==> src/rtl/pipeline_ctrl_pkg.sv <==
// Shared encodings for the pipeline sequencer: stall vectors, exception codes and FSM states.
package pipeline_ctrl_pkg;

    localparam logic Stop   = 1'b1;
    localparam logic NoStop = 1'b0;

    // Bit order: [0]=PC, [1]=IF, [2]=ID, [3]=EX, [4]=MEM, [5]=WB
    localparam logic [5:0] STALL_NONE = {6{NoStop}};
    localparam logic [5:0] STALL_IF   = {{4{NoStop}}, {2{Stop}}};
    localparam logic [5:0] STALL_ID   = {{3{NoStop}}, {3{Stop}}};
    localparam logic [5:0] STALL_EX   = {{2{NoStop}}, {4{Stop}}};
    localparam logic [5:0] STALL_MEM  = {NoStop, {5{Stop}}};

    localparam logic [31:0] EXC_ERET = 32'h0000_000e;

    typedef enum logic [0:0] {
        StRun   = 1'b0,
        StGuard = 1'b1
    } ctrl_state_e;

    // The deepest requesting stage wins; everything upstream of it stops too.
    function automatic logic [5:0] stall_decode(input logic req_if, input logic req_id,
                                                input logic req_ex, input logic req_mem);
        logic [5:0] vec;
        vec = STALL_NONE;
        if (req_mem)     vec = STALL_MEM;
        else if (req_ex) vec = STALL_EX;
        else if (req_id) vec = STALL_ID;
        else if (req_if) vec = STALL_IF;
        return vec;
    endfunction

endpackage

==> src/rtl/pipeline_ctrl_if.sv <==
// Stall/redirect bundle between the pipeline stages and the central sequencer.
interface pipeline_ctrl_if;

    logic        stallreq_from_if;
    logic        stallreq_from_id;
    logic        stallreq_from_ex;
    logic        stallreq_from_mem;
    logic [31:0] excepttype_i;
    logic [31:0] cp0_epc_i;
    logic [5:0]  stall;
    logic        flush;
    logic [31:0] new_pc;

    // master: the sequencer that drives stall/flush; slave: the pipeline stages.
    modport master (
        input  stallreq_from_if, stallreq_from_id, stallreq_from_ex, stallreq_from_mem,
        input  excepttype_i, cp0_epc_i,
        output stall, flush, new_pc
    );

    modport slave (
        output stallreq_from_if, stallreq_from_id, stallreq_from_ex, stallreq_from_mem,
        output excepttype_i, cp0_epc_i,
        input  stall, flush, new_pc
    );

endinterface

==> src/rtl/stall_watchdog.sv <==
// Consecutive-stall watchdog: sets a sticky flag once the pipeline has been stalled
// for WDOG_CYCLES cycles in a row.
module stall_watchdog #(
    parameter int unsigned WDOG_CYCLES = 1024
) (
    input  logic clk,
    input  logic rst,
    input  logic stall_any,
    input  logic flush,
    output logic stall_timeout
);

    localparam int unsigned CntW = $clog2(WDOG_CYCLES + 1);
    localparam logic [CntW-1:0] Limit = CntW'(WDOG_CYCLES);

    logic [CntW-1:0] cnt_q, cnt_d;
    logic            timeout_q, timeout_d;

    always_comb begin
        cnt_d = cnt_q;
        if (flush || !stall_any) begin
            cnt_d = '0;
        end else if (cnt_q != Limit) begin
            cnt_d = cnt_q + 1'b1;
        end
        timeout_d = timeout_q | (cnt_d == Limit);
    end

    always_ff @(posedge clk or posedge rst) begin
        if (rst) begin
            cnt_q     <= '0;
            timeout_q <= 1'b0;
        end else begin
            cnt_q     <= cnt_d;
            timeout_q <= timeout_d;
        end
    end

    assign stall_timeout = timeout_q;

endmodule

==> src/rtl/pipeline_ctrl.sv <==
// Central pipeline sequencer: merges stage stall requests and MEM-stage exceptions into the
// stall vector and flush/redirect, with a one-cycle post-flush guard and stall counters.
module pipeline_ctrl
    import pipeline_ctrl_pkg::*;
#(
    parameter logic [31:0] EXC_VECTOR  = 32'h0000_0020,
    parameter int unsigned WDOG_CYCLES = 1024,
    parameter int unsigned CNT_W       = 32
) (
    input  logic             clk,
    input  logic             rst,
    pipeline_ctrl_if.master  bus,
    output logic             stall_timeout,
    output logic [CNT_W-1:0] stall_cycles,
    output logic [CNT_W-1:0] exc_count
);

    ctrl_state_e state_q, state_d;
    logic [5:0]  stall_c;
    logic        flush_c;
    logic [31:0] new_pc_c;
    logic        stall_any;

    logic [CNT_W-1:0] stall_cycles_q, stall_cycles_d;
    logic [CNT_W-1:0] exc_count_q, exc_count_d;

    // Outputs are held at zero while reset is asserted, whatever the inputs do.
    always_comb begin
        state_d  = state_q;
        stall_c  = STALL_NONE;
        flush_c  = 1'b0;
        new_pc_c = '0;
        if (!rst) begin
            if (state_q == StRun && bus.excepttype_i != '0) begin
                flush_c  = 1'b1;
                new_pc_c = (bus.excepttype_i == EXC_ERET) ? bus.cp0_epc_i : EXC_VECTOR;
                state_d  = StGuard;
            end else begin
                stall_c = stall_decode(bus.stallreq_from_if, bus.stallreq_from_id,
                                       bus.stallreq_from_ex, bus.stallreq_from_mem);
                state_d = StRun;
            end
        end
    end

    assign stall_any = |stall_c;

    always_comb begin
        stall_cycles_d = stall_cycles_q;
        exc_count_d    = exc_count_q;
        if (stall_any && !(&stall_cycles_q)) begin
            stall_cycles_d = stall_cycles_q + 1'b1;
        end
        if (flush_c && !(&exc_count_q)) begin
            exc_count_d = exc_count_q + 1'b1;
        end
    end

    always_ff @(posedge clk or posedge rst) begin
        if (rst) begin
            state_q        <= StRun;
            stall_cycles_q <= '0;
            exc_count_q    <= '0;
        end else begin
            state_q        <= state_d;
            stall_cycles_q <= stall_cycles_d;
            exc_count_q    <= exc_count_d;
        end
    end

    stall_watchdog #(
        .WDOG_CYCLES(WDOG_CYCLES)
    ) u_watchdog (
        .clk          (clk),
        .rst          (rst),
        .stall_any    (stall_any),
        .flush        (flush_c),
        .stall_timeout(stall_timeout)
    );

    assign bus.stall    = stall_c;
    assign bus.flush    = flush_c;
    assign bus.new_pc   = new_pc_c;
    assign stall_cycles = stall_cycles_q;
    assign exc_count    = exc_count_q;

endmodule

==> src/flat_wrapper.sv <==
// flat-port wrapper written by rule: the top's interface ports become plain ports
module pipeline_ctrl_flat import pipeline_ctrl_pkg::*;
#(
    parameter logic [31:0] EXC_VECTOR  = 32'h0000_0020,
    parameter int unsigned WDOG_CYCLES = 1024,
    parameter int unsigned CNT_W       = 32
)
  (clk, rst, stall_timeout, stall_cycles, exc_count, bus_stallreq_from_if, bus_stallreq_from_id, bus_stallreq_from_ex, bus_stallreq_from_mem, bus_excepttype_i, bus_cp0_epc_i, bus_stall, bus_flush, bus_new_pc);
  pipeline_ctrl_if bus_i ();
  input  logic clk;
  input  logic rst;
  output logic stall_timeout;
  output logic [CNT_W-1:0] stall_cycles;
  output logic [CNT_W-1:0] exc_count;
  input wire logic [$bits(bus_i.stallreq_from_if)-1:0] bus_stallreq_from_if;
  input wire logic [$bits(bus_i.stallreq_from_id)-1:0] bus_stallreq_from_id;
  input wire logic [$bits(bus_i.stallreq_from_ex)-1:0] bus_stallreq_from_ex;
  input wire logic [$bits(bus_i.stallreq_from_mem)-1:0] bus_stallreq_from_mem;
  input wire logic [$bits(bus_i.excepttype_i)-1:0] bus_excepttype_i;
  input wire logic [$bits(bus_i.cp0_epc_i)-1:0] bus_cp0_epc_i;
  output wire logic [$bits(bus_i.stall)-1:0] bus_stall;
  output wire logic [$bits(bus_i.flush)-1:0] bus_flush;
  output wire logic [$bits(bus_i.new_pc)-1:0] bus_new_pc;
  assign bus_i.stallreq_from_if = bus_stallreq_from_if;
  assign bus_i.stallreq_from_id = bus_stallreq_from_id;
  assign bus_i.stallreq_from_ex = bus_stallreq_from_ex;
  assign bus_i.stallreq_from_mem = bus_stallreq_from_mem;
  assign bus_i.excepttype_i = bus_excepttype_i;
  assign bus_i.cp0_epc_i = bus_cp0_epc_i;
  assign bus_stall = bus_i.stall;
  assign bus_flush = bus_i.flush;
  assign bus_new_pc = bus_i.new_pc;
  pipeline_ctrl #(.EXC_VECTOR(EXC_VECTOR), .WDOG_CYCLES(WDOG_CYCLES), .CNT_W(CNT_W)) u_core (.clk(clk), .rst(rst), .bus(bus_i), .stall_timeout(stall_timeout), .stall_cycles(stall_cycles), .exc_count(exc_count));
endmodule
==> config.mk <==
export PLATFORM = sky130hd
export DESIGN_NAME = pipeline_ctrl_flat
export DESIGN_NICKNAME = d
export VERILOG_FILES = /design/src/rtl/pipeline_ctrl_pkg.sv /design/src/rtl/pipeline_ctrl_if.sv /design/src/rtl/stall_watchdog.sv /design/src/rtl/pipeline_ctrl.sv /design/src/flat_wrapper.sv
export SDC_FILE = /design/constraint.sdc
export NUM_CORES = 1
export LEC_CHECK = 0
export ABC_AREA = 0
export CAP_MARGIN = 0
export CORE_MARGIN = 2
export CORE_UTILIZATION = 25
export DETAILED_ROUTE_END_ITERATION = 8
export SETUP_SLACK_MARGIN = 0.2
export SYNTH_ARGS = -nofsm -noshare
export SYNTH_HDL_FRONTEND = slang
export SYNTH_SLANG_ARGS = --single-unit
==> constraint.sdc <==
create_clock -name clk -period 8 [get_ports clk]
set_clock_uncertainty 0.15 [all_clocks]
set_input_delay 2 -clock clk [delete_from_list [all_inputs] [get_ports clk]]
set_output_delay 2 -clock clk [all_outputs]
set_load 0.01 [all_outputs]
== Yosys cells after proc, flatten, opt, wreduce, memory -nomap -nowiden ==
Index checks and enable logic that the tools add are counted.
Widths: inputs -> output; s select.
Cells by class
  add/subtract/negate cells: 3
  $mul: 0
  div/mod/pow operators: 0
  order comparisons: 0
  equality and inequality tests: 3
  shifts and indexed selects: 0
  mux-type cells: 13
  bitwise logic cells: 2
  reduce and logical (&&, ||, !) cells: 11
Operator list (count)
  $mux 32: 3
  $add 32x1->32 const B: 2
  $reduce_and 32->1: 2
  $eq 32x4->1 const B: 1
  $reduce_bool 32->1: 1
  $mux 6: 5
  $mux 11: 2
  $add 11x1->11 const B: 1
  $eq 11x11->1 const B: 1
  $ne 11x11->1 const B: 1
  $reduce_or 6->1: 1
  $logic_and 1x1->1: 3
  $logic_not 1->1: 3
  $mux 1: 2
  $mux 2: 1
  $logic_or 1x1->1: 1
  $not 1->1: 1
  $or 1x1->1: 1
Storage, ports and cells
  register bits: 77
  latch bits: 0
  RAM bits: 0
  bits in read-only memories: 0
  input port bits: 70
  output and inout bits: 104
  logic and storage cells: 37
  memories kept: 0

== Longest topological paths before layout ==
Gate-level depths: netlist of the first run.
  word-level depth: 12
  depth in mapped cells: 8

== By module ==
A second synthesis of the first run with hierarchy kept.
Second synthesis, totals
  cells, all modules: 430
  area total of the unflattened synthesis: 4240.3 um^2
Modules (own cells, without submodules)
  pipeline_ctrl: times used 1, cells each 359, area each 3563.4 um^2, sequential area each 1626.6 um^2
  stall_watchdog: times used 1, cells each 71, area each 676.9 um^2, sequential area each 300.3 um^2

== Worst setup path before layout of the first run ==
No wires, ideal clock.
  path kind: input -> output
  start point: input rst
  end point: output bus_new_pc[5]
  arrival time: 4366 ps
  data required time: 5850 ps
  setup slack: 1484 ps
  stages: 3
  buffers on the path: 0
  cell sequence: inv_1 o311a_1 o21a_1
Between the ends
  longest elaborated chain between the ends: 1
Ends and longest elaborated chain
  start, declared: line flat_wrapper.sv:11  | input logic rst;
  $mux 32: line pipeline_ctrl.sv:33  | if (!rst) begin
  end, declared: line flat_wrapper.sv:23  | output wire logic [$bits(bus_i.new_pc)-1:0] bus_new_pc;
Every way passes these cells.

== Final worst setup path of the first run ==
  start point: input bus_excepttype_i[0]
  end point: output bus_stall[0]
Between the ends
  longest elaborated chain between the ends: 4
Ends and longest elaborated chain
  start, declared: line flat_wrapper.sv:19  | input wire logic [$bits(bus_i.excepttype_i)-1:0] bus_excepttype_i;
  $reduce_bool 32->1: line pipeline_ctrl.sv:34  | if (state_q == StRun && bus.excepttype_i != '0) begin
  $logic_and 1x1->1: line pipeline_ctrl.sv:34
  $mux 6: line pipeline_ctrl.sv:34
  $mux 6: line pipeline_ctrl.sv:33
  end, declared: line flat_wrapper.sv:21  | output wire logic [$bits(bus_i.stall)-1:0] bus_stall;
Every way passes these cells.

==> summary.md, run 1 <==
| Metric | Value |
|---|---|
| Min cycle time layout | 6.73 ns |
| Clock slew at reported path FFs | 0.05 ns |
| Total die area | 17400 sq um |
| Endpoint type of the worst setup path | primary output |
| Crit Path Class | input pin to primary output |
| Dpl ws | 1.21 ns |
| Non-Filler Instances | 817 |
| Rows | 46 |
| Pwr Total | 1050 uW |
| Commonest cells post-synth | dfrtp_1, nor2_1, xnor2_1, and2_1, nand4_1 |
| Via count | 3729 |
| Hold Startpoint | u_core.u_watchdog.stall_timeout |
| Core area | 15900 sq um |
| Clock sinks | 77 |
| Count leader, synth | dfrtp_1 |
| RSZ-0062 raised after global routing | false |
| Die Height | 132 um |
| Syn. warnings | 0 |
| Synthesized flop and latch total | 77 |
| Final worst slack | 1.27 ns |
| Post-cts resize count | 0 |
| CP Launch Type | input pin |
| Worst Max-Slew Pin Slew | 0.973 ns |
| H-tree depth | 3 |
| Share of layout cells above drive strength 1 | 0.0449 |
| Final setup viols | 0 |
| Peak VDD IR | 0.102 mV |
| Overflow after GRT | 0 |
| Root Driver | clkbuf_16 |
| Post-cts hold buffer count | 0 |
| DP HPWL | 9300 um |
| PwrDens | 165 nW/um^2 |
| Dpl cells | 801 |
| Routed WL | 12000 um |
| Max Fanout on Critical Path | 13 |
| Global-route wire length before repair | 19400 um |
| Syn avg cell area | 9.71 sq um |
| GPL Wtd Cong | 0.786 |
| R2R setup slack | 5.44 ns |
| Final #Nets | 670 |
| Largest net degree at the start of global routing | 77 |
| Share of the clock period used by the worst path | 0.841 |
| Worst min-delay path class | register to register |
| Synthesis-to-layout area growth | 55.0% |
| PortBufs | 172 |
| Maximum root-to-sink buffer count | 2 |
| Total CTS buffers | 9 |
| Die width | 132 um |
| Reg2reg start | u_core.exc_count[0] |
| Vias per cell | 4.56 |
| Syn Inst Count | 422 |
| Max-slew violation count | 0 |
| Endpoints failing hold | 0 |
| Sequential fraction of the synthesis area | 0.470 |
| Max Fclk | 0.149 GHz |
| Setup bufs post-CTS | 0 |
| EDFF count, synth | 0 |
| Share of the synthesized area in the top cell type | 0.470 |
| Netlist cell types | 44 |
| GRT Total Usage | 0.140 |
| Ys async rst share | 1.00 |
| Setup TNS | 0 ns |
| IO Count | 174 |
| Worst Path Arrival | 4.58 ns |
| Status | completed |
| Antenna Cells | 0 |
| Ys flop type | dfrtp_1 |
| Leakage dissipation | 0.00260 uW |
| Worst skew pair latency | 0.34 ns |
| Synth area leaders | dfrtp_1, xnor2_1, xor2_1 |
| Final ANT Viol Nets | 0 |
| Origin of the worst setup path | bus_excepttype_i[0] |
| Initial Util | 0.257 |
| Worst Path Required | 5.85 ns |
| Netlist Area Pre-Place | 4100 sq um |
| Initial antenna violation count | 0 |
| DRC | 0 |
| Synth area leader | dfrtp_1 |
| Drt first pass iters | 4 |
| Mapped Nets | 496 |
| Slew headroom | 0.352 |
| Wire length per cell | 14.7 um |
| Vias in the first global route | 3801 |
| Hold Worst Slack | 0.323 ns |
| Max_cap viols | 0 |
| CTS tree | built |
| Drt initial violations | 96 |
[cells in the final DEF (no fill, tap or decap), types with 2 or more instances in the layout]
master           instances
buf_4                    2
nand3_1                 28
xnor2_1                 42
xor2_1                  28
nand4_1                 31
nand2_1                 29
and4_1                   4
mux2_1                   2
and3_1                  11
nor3_1                  21
nor2b_1                  3
inv_1                   16
ha_1                     4
dfrtp_1                 77
clkinv_4                 2
nor4_1                  11
nor2_1                  43
and2_1                  33
clkinv_2                 2
clkbuf_16                9
a21oi_1                  3
clkdlybuf4s50_1        172
[per-layer routing]
layer | wire, um | GRT usage
met1 | 4950 | 0.162
met2 | 5840 | 0.234
met3 | 1080 | 0.0584
met4 | 154 | 0.0447
met5 | 0 | 0
[path summary, 6_finish.rpt]
path	to	depth (start not counted)
max	bus_stall[0]	7
min reg2reg	u_core.u_watchdog.stall_timeout	1
min	u_core.u_watchdog.stall_timeout	1
max in group asynchronous	u_core.stall_cycles[8]	3
max reg2reg	u_core.exc_count[1]	6
min in group asynchronous	u_core.state_q	2
[where the power goes]
| group | internal [uW] | switching [uW] |
|---|---|---|
| Combinational | 106 | 73.7 |
| Clock | 250 | 160 |
| Sequential | 416 | 41.6 |
| Total | 772 | 276 |
[kinds of logic (layout without fill, tap and decap cells)]
group | Yosys count | after routing | synth area share
buffers and inverters | 28 | 207 | 0.0302
other | 1 | 1 | 0.000915
muxes | 3 | 3 | 0.00794
AOI/OAI and AO/OA | 15 | 15 | 0.0314
and+or+nand+nor | 223 | 223 | 0.294
DFF | 77 | 77 | 0.470
xor gates and xnor gates | 71 | 71 | 0.154
adders and majority gates | 4 | 4 | 0.0122
[stage by stage]
step,util,cell area (sq um)
global route,0.399,6350
detailed placement,0.380,6050
floorplan,-,4100
finish,0.399,6350
global placement,0.380,6050
CTS,0.399,6350
[sequential cells by signal, summed over array words and instances, names as in the netlist]
| register | flops |
|---|---|
| u_core.stall_cycles | 32 |
| u_core.u_watchdog.stall_timeout | 1 |
| u_core.exc_count | 32 |
| u_core.state_q | 1 |
| u_core.u_watchdog.cnt_q | 11 |
[layout make-up]
class                   count  area [sq um]
clock inverters             5          60.1
clock buffers              11           243
inverters                  17          65.1
repair buffers            174          1740
flip-flops and latches     77          1930
fillers                  1581          9590
multi-input cells         317          2050
well taps                 216           270
[worst max-delay path, cell delays in order]
cell             delay [ns]
clkdlybuf4s50_1        0.40
nor4_1                 0.33
nand4_1                0.30
o21ai_2                0.37
nand2_1                0.35
inv_1                  0.25
clkdlybuf4s50_1        0.57
Note: power is estimated with default switching activity, not from simulation.
==> run 2: changes to the inputs <==
clock period = 5.5 ns   (was 8 ns; I/O delays follow)
==> summary.md, run 2 (same netlist as run 1, synthesis figures left out) <==
| Metric | Value |
|---|---|
| Met1 Track Usage GR | 0.164 |
| Final setup viols | 0 |
| Setup TNS | 0 ns |
| PwrDens | 230 nW/um^2 |
| Root Driver | clkbuf_16 |
| Worst skew pair latency | 0.33 ns |
| Total CTS buffers | 9 |
| Drt initial violations | 106 |
| GRT Total Usage | 0.141 |
| H-tree depth | 3 |
| GPL Wtd Cong | 0.816 |
| Vias in the first global route | 3709 |
| Max-slew violation count | 0 |
| Worst Max-Slew Pin Slew | 0.816 ns |
| Most frequent cells in the layout | clkdlybuf4s50_1, dfrtp_1, nor2_1, xnor2_1, and2_1 |
| Dpl ws | -0.0549 ns |
| Final ANT Viol Nets | 0 |
| Min cycle time layout | 5.37 ns |
| Pwr Total | 1510 uW |
| Slew headroom | 0.451 |
| Worst min-delay path class | register to register |
| Endpoint type of the worst setup path | primary output |
| GR Util met2 | 0.236 |
| Die Height | 132 um |
| Non-Filler Instances | 826 |
| Max_cap viols | 0 |
| Max Fanout on Critical Path | 8 |
| Global-route wire length before repair | 19500 um |
| Routed WL | 12500 um |
| CTS tree | built |
| Clock slew at reported path FFs | 0.06 ns |
| Clock sinks | 77 |
| Worst Path Arrival | 3.84 ns |
| RSZ-0062 raised after global routing | true |
| Share of layout cells above drive strength 1 | 0.0623 |
| DRC | 0 |
| Rows | 46 |
| Via count | 3806 |
| Initial Util | 0.257 |
| Peak VDD IR | 0.145 mV |
| Vias per cell | 4.61 |
| Dpl cells | 807 |
| Maximum root-to-sink buffer count | 2 |
| Status | completed |
| Final worst slack | 0.134 ns |
| Worst Path Required | 3.97 ns |
| Drt first pass iters | 4 |
| DP HPWL | 9620 um |
| CP Launch Type | input pin |
| Die width | 132 um |
| Crit Path Class | input pin to primary output |
| Overflow after GRT | 0 |
| Largest net degree at the start of global routing | 52 |
| Most common cell after layout, fill and taps aside | clkdlybuf4s50_1 |
| Wire length per cell | 15.2 um |
| Share of the clock period used by the worst path | 0.976 |
| Max Fclk | 0.186 GHz |
| Core area | 15900 sq um |
| Leakage dissipation | 0.00310 uW |
| IO Count | 174 |
| Final #Nets | 681 |
| Endpoints failing hold | 0 |
| Synthesis-to-layout area growth | 60.2% |
| Total die area | 17400 sq um |
| Met3 Track Usage GR | 0.0546 |
| GRT busiest layer | met2 |
| Antenna Cells | 0 |
| Initial antenna violation count | 1 |
| PortBufs | 172 |
-- run 2: final cells by class --
type                       instances  area (sq um)
timing repair buffer             185          1930
clock buffer                      12           246
clock inverter                     2          35.0
fill                            1522          9380
tap                              216           270
sequential                        77          1930
multi-input combinational        317          2090
inverter                          17          65.1
-- run 2: final timing paths --
path	from	endpoint	slack [ns]	depth (start not counted)
max	bus_excepttype_i[22]	bus_new_pc[8]	0.13	10
min	u_core.u_watchdog.stall_timeout	u_core.u_watchdog.stall_timeout	0.33	1
max reg2reg	u_core.exc_count[0]	u_core.exc_count[1]	2.92	6
min reg2reg	u_core.u_watchdog.stall_timeout	u_core.u_watchdog.stall_timeout	0.33	1
max in group asynchronous	rst	u_core.stall_cycles[6]	3.13	3
min in group asynchronous	rst	u_core.state_q	1.51	3
-- run 2: stage by stage --
step                       util  hold WS [ns]  cell area, sq um
after global routing      0.412         0.337              6570
after floorplan               -         0.343              4100
after CTS                 0.402         0.329              6410
after global placement    0.383         0.316              6110
final                     0.412         0.325              6570
after detailed placement  0.383         0.316              6110
-- run 2: power by group --
part | internal, uW | leakage (uW) | switching (uW)
clock | 358 | 0.000139 | 217
combinational | 158 | 0.00194 | 112
sequential | 605 | 0.00102 | 61.7
-- run 2: routing by layer --
layer	vias to the layer above	wire length (um)
li1	1837	-
met1	1829	5030
met2	130	6290
met3	10	1030
met4	0	180
met5	-	0
-- run 2: worst max-delay path, cell delays in order --
cell and delay [ns]:
clkdlybuf4s50_1 0.46, nor4_4 0.32, nand4_1 0.16, nor2_1 0.13, nand4_1 0.19, nor3_4 0.19
buf_12 0.14, buf_12 0.11, and2_1 0.19, clkdlybuf4s50_1 0.56
-- run 2: repair_timing --
item | 4_1_cts | 5_1_grt
pin swaps | 1 | 3
hold buffers | 0 | 0
cloned | 0 | 2
gates resized for setup | 5 | 26
endpoints found under the setup margin | 36 | 31
buffers inserted | 0 | 3
==> run 3: changes to the inputs <==
CTS_CLUSTER_DIAMETER = 40   (was default)
==> results of run 3 <==
No change in the layout: final DEF, timing and power equal those of run 2.
